$ cat config.mk
export PLATFORM = sky130hd
export DESIGN_NAME = regfile_param_dump
export DESIGN_NICKNAME = d
export VERILOG_FILES = /design/src/rtl/regfile_param_dump.sv
export SDC_FILE = /design/constraint.sdc
export NUM_CORES = 2
export LEC_CHECK = 0
export CORE_MARGIN = 1
export CORE_UTILIZATION = 60
export DETAILED_ROUTE_END_ITERATION = 7
export PLACE_DENSITY_LB_ADDON = 0.08
export SLEW_MARGIN = 10
export SYNTH_ARGS = -nofsm -noshare
export SYNTH_HDL_FRONTEND = slang
export SYNTH_SLANG_ARGS = --single-unit
$ cat constraint.sdc
create_clock -name clk -period 45.7 [get_ports clk]
set_input_delay 9.14 -clock clk [delete_from_list [all_inputs] [get_ports clk]]
set_output_delay 9.14 -clock clk [all_outputs]
set_load 0.03 [all_outputs]
$ cat src/rtl/regfile_param_dump.sv
// regfile_param_dump: parametrised register file with optional bypass and a handshaked dump sequencer
module regfile_param_dump #(
  parameter int DATA_W = 32,
  parameter int ADDR_W = 5,
  parameter bit ZERO_REG = 1'b1,
  parameter bit BYPASS = 1'b1
) (
  input  logic              clk,
  input  logic              rst,
  input  logic              RegWrite,
  input  logic [ADDR_W-1:0] Rs1_addr,
  input  logic [ADDR_W-1:0] Rs2_addr,
  input  logic [ADDR_W-1:0] Wt_addr,
  input  logic [DATA_W-1:0] Wt_data,
  output logic [DATA_W-1:0] Rs1_data,
  output logic [DATA_W-1:0] Rs2_data,
  input  logic              dump_start,
  input  logic              dump_ready,
  output logic              dump_valid,
  output logic [ADDR_W-1:0] dump_addr,
  output logic [DATA_W-1:0] dump_data,
  output logic              dump_busy,
  output logic              dump_done
);
  localparam int DEPTH = 2**ADDR_W;
  localparam logic [ADDR_W-1:0] LAST = ADDR_W'(DEPTH-1);
  typedef enum logic [1:0] {IDLE, STREAM, DONE} state_t;
  state_t state;
  logic [DATA_W-1:0] mem [DEPTH];
  logic wr_en;
  logic [ADDR_W-1:0] nxt_addr, ld_addr;
  logic [DATA_W-1:0] ld_data;
  // Writes to entry 0 are dropped when it is hardwired to zero
  assign wr_en = RegWrite && !(ZERO_REG && Wt_addr == '0);
  // Read ports and the value the next dump beat must carry (entry contents after this edge)
  always_comb begin
    Rs1_data = (ZERO_REG && Rs1_addr == '0) ? '0 : (BYPASS && wr_en && Rs1_addr == Wt_addr) ? Wt_data : mem[Rs1_addr];
    Rs2_data = (ZERO_REG && Rs2_addr == '0) ? '0 : (BYPASS && wr_en && Rs2_addr == Wt_addr) ? Wt_data : mem[Rs2_addr];
    nxt_addr = dump_addr + ADDR_W'(1);
    ld_addr = (state == IDLE) ? '0 : nxt_addr;
    ld_data = (ZERO_REG && ld_addr == '0) ? '0 : (wr_en && ld_addr == Wt_addr) ? Wt_data : mem[ld_addr];
  end
  // Storage array, cleared on reset
  always_ff @(posedge clk or posedge rst)
    if (rst) for (int i = 0; i < DEPTH; i++) mem[i] <= '0;
    else if (wr_en) mem[Wt_addr] <= Wt_data;
  // Dump sequencer: load entry, hold until accepted, advance, pulse done after the last beat
  always_ff @(posedge clk or posedge rst)
    if (rst) begin
      state <= IDLE;
      dump_valid <= 1'b0;
      dump_busy <= 1'b0;
      dump_done <= 1'b0;
      dump_addr <= '0;
      dump_data <= '0;
    end else begin
      dump_done <= 1'b0;
      case (state)
        IDLE: if (dump_start) begin
          state <= STREAM;
          dump_valid <= 1'b1;
          dump_busy <= 1'b1;
          dump_addr <= '0;
          dump_data <= ld_data;
        end
        STREAM: if (dump_ready) begin
          if (dump_addr == LAST) begin
            state <= DONE;
            dump_valid <= 1'b0;
            dump_done <= 1'b1;
          end else begin
            dump_addr <= nxt_addr;
            dump_data <= ld_data;
          end
        end
        default: begin
          state <= IDLE;
          dump_busy <= 1'b0;
        end
      endcase
    end
endmodule

==> run metrics <==
Die Area=112000 sq um; largest family of logic cells by synthesized area=multiplexers; EDFF count, synth=0; drt first pass iters=7; CTS Hold Bufs=0; Post-CTS Resized=0; first-pass GRT wire length=around 360000 um; RSZ-0062 raised after global routing=false; top cells by area, synth=dfrtp_1, mux4_2, mux2_2; mux contribution to synthesized area=between 40% and 50%; Hold Path Class=register to register; Final Max Tran Viols=0; hold-critical path depth=0; CP most frequent cell=buf_4; Clock Tree Root=clkbuf_16; average wire per standard cell=37.8 um; TritonCTS Buffers=117; largest net degree at the start of global routing=180; max_cap viols=0; Core Rows=121; switching power=slightly below 2 mW; outcome=complete, no violations; TNS Setup=0 ps; post-route minimum period=23230 ps; placer congestion estimate=0.900; Worst path max stage delay=890 ps; Max FO, Critical Path=74; commonest non-fill, non-tap cell in the layout=dfrtp_1; post-synthesis cell type count=75; total congestion overflow=0; internal power=between 2 and 3 mW; Die W=335 um; DRC violations left=0; Slew @ Worst Pin=1280 ps; H-tree lvl count=3; Sw Share=43.7%; post-synth top area share=40.1%; initial antenna violation count=8; CTS tree=built; fin worst setup slack=22470 ps; ANT nets after route=0; area of the core=109000 sq um; Sink Count=between 1000 and 1500; Worst EP required=36560 ps; Seq/Total Area, Yosys=40.1%; fin crit share=50.8%; Clock Pin Slew Worst Setup and Hold Paths=around 60 ps; Comb pwr share=47.8%; post-synthesis adder-cell area fraction=0.0376%; I/O Buffers=155; worst skew pair latency=between 700 and 800 ps; Synth Instances=5146; Setup WS pre-CTS=22720 ps; Synth Register Bits=about 1100; Total GRT Usage=44.4%; complex-gate fraction of the synthesized area=8.90%; Critical Path Sink Type=output port; XOR/XNOR share of the synthesized area=0.209%; Final setup violation count=0; Lkg Pwr=30.1 nW; Sequential Power Share=29.8%; share of layout cells above drive strength 1=40.8%; Initial Util=around three fifths; mapped cell area=66500 sq um; Rel. slew slack=14.5%; vias in the first global route=50138; storage element area=26700 sq um; syn avg cell area=12.9 sq um; arrival time worst endpoint=14090 ps; Ys Warns=0; DIE HEIGHT=335 um; fmax=around 43 MHz; most frequent cells in the layout=dfrtp_1, mux2_2, mux4_2, mux2i_1, nand2_1; clock skew=20.5 ps; critical-path cell list=buf_8, buf_4, buf_4, xnor2_1, nand3_4, a211oi_1, clkdlybuf4s50_1; area grow syn2layout=9.37%; routed vias/inst=a little under 8; Slowest-stage cell, CP=buf_4; clock share of power=between 20% and 30%; top_reg_cell synth=dfrtp_1; CP Launch Type=primary input; Final Hold Fails=0; ys async rst share=100%; vias=50836; Simple-Gate Fraction of Synth Area=4.70%; largest area contributor in the netlist=dfrtp_1; nets@finish=4986; Max Buffers Root-to-Sink=3; critical setup path kind=primary input to output port; area occupied by multi-input gates=37400 sq um; worst vdd ir=0.0587 mV; FILL cells=8091; io pins=156; postcts setup bufs=0; initial DRC count=roughly 7200; Synth Net Count=5200; DRT Wirelength=roughly 250000 um; dpl hpwl=134000 um; Power Dens Cells=61.4 nW/um^2; worst r2r path cells=9
## sequential cells by signal, indices dropped and copies added, names as in the netlist
register,count
dump_done,1
dump_data,32
dump_addr,5
dump_busy,1
dump_valid,1
mem,1024
state,2
## critical path: cells and delay by family
kind / cells / cell delay [ps]
compound gates: 1 / 670
buf+inv: 4 / 3020
xor+xnor: 1 / 250
simple gates: 1 / 760
## cells in the mapped netlist (4+ instances only)
master and instances:
mux2i_1 285, a22oi_1 121, nand3b_1 19, or4_1 7, o21ai_0 89, nand3_1 25
o221ai_1 28, clkbuf_1 320, a41oi_1 7, xnor2_1 5, o22ai_1 126, dfrtp_1 1066
o21ai_1 48, mux2_2 1041, o21a_1 4, nand2b_1 12, xor2_1 9, nor2_1 93
a31oi_1 25, o32a_1 14, or3_1 29, o31ai_1 8, inv_1 4, o211ai_1 9
nor2b_1 107, nor3b_1 5, a21o_1 5, a221oi_1 6, a21oi_1 125, buf_1 66
mux4_2 588, nor3_1 26, nor4_1 13, a2111oi_0 20, buf_2 192, o41ai_1 12
a32oi_1 47, a211oi_1 145, and3_1 15, nand2_1 292, buf_4 41
## stage by stage
step                      utilization [%]  power, mW  area [sq um]  std cells  hold slack, ps
after CTS                            66.5       4.36         72700       6508             416
after global placement               62.8       3.34         68700       6289             400
after global routing                 66.5       4.56         72700       6508             431
after floorplan                         -       2.57         66500       5146             459
final                                66.5       4.46         72700       6510             422
after detailed placement             62.8       3.37         68700       6289             403
## cell type report
| cell class | instances | area share, % |
|---|---|---|
| multi-input cells | 3454 | 51.5 |
| flip-flops and latches | 1066 | 36.7 |
| clock buffers | 169 | 4.82 |
| repair buffers | 288 | 3.63 |
| well taps | 1476 | 2.54 |
| clock inverters | 50 | 0.771 |
| inverters | 5 | 0.0361 |
| diodes | 2 | 0.00688 |
## cells by family after synthesis
kind of cell / count (synthesis)
mux: 1915
flops: 1066
compound gates: 866
simple gates: 656
buf+inv: 626
xor+xnor: 15
fa+ha+maj: 2
## routing by layer
metal  global-route usage, %  vias up  routed length [um]  part of all wire, %
li1                        -    19663                   -                    -
met1                    59.0    26064               88400                   36
met2                    62.9     4066              104000                   42
met3                    16.1     1035               36000                   15
met4                    25.5        8               17600                  7.2
met5                  0.0434        -                  53                0.022
## power groups by stage
stage,registers [mW],clock network [mW],logic [mW]
finish,1.33,1.00,2.13
global route,1.35,1.04,2.16
CTS,1.32,1.01,2.04
detailed placement,1.34,0,2.03
global placement,1.33,0,2.01
floorplan,1.30,0,1.27
## final timing paths
check / startpoint / endpoint / slack, ps
hold / removal: mem[1017] / mem[1017] / 420
max in group asynchronous: rst / dump_addr[0] / 32560
hold reg to reg: mem[1017] / mem[1017] / 420
setup reg to reg: state[1] / dump_data[4] / 40370
min in group asynchronous: rst / mem[36] / 8910
setup / recovery: Rs2_addr[1] / Rs2_data[20] / 22470
Note: power is estimated with default switching activity, not from simulation.
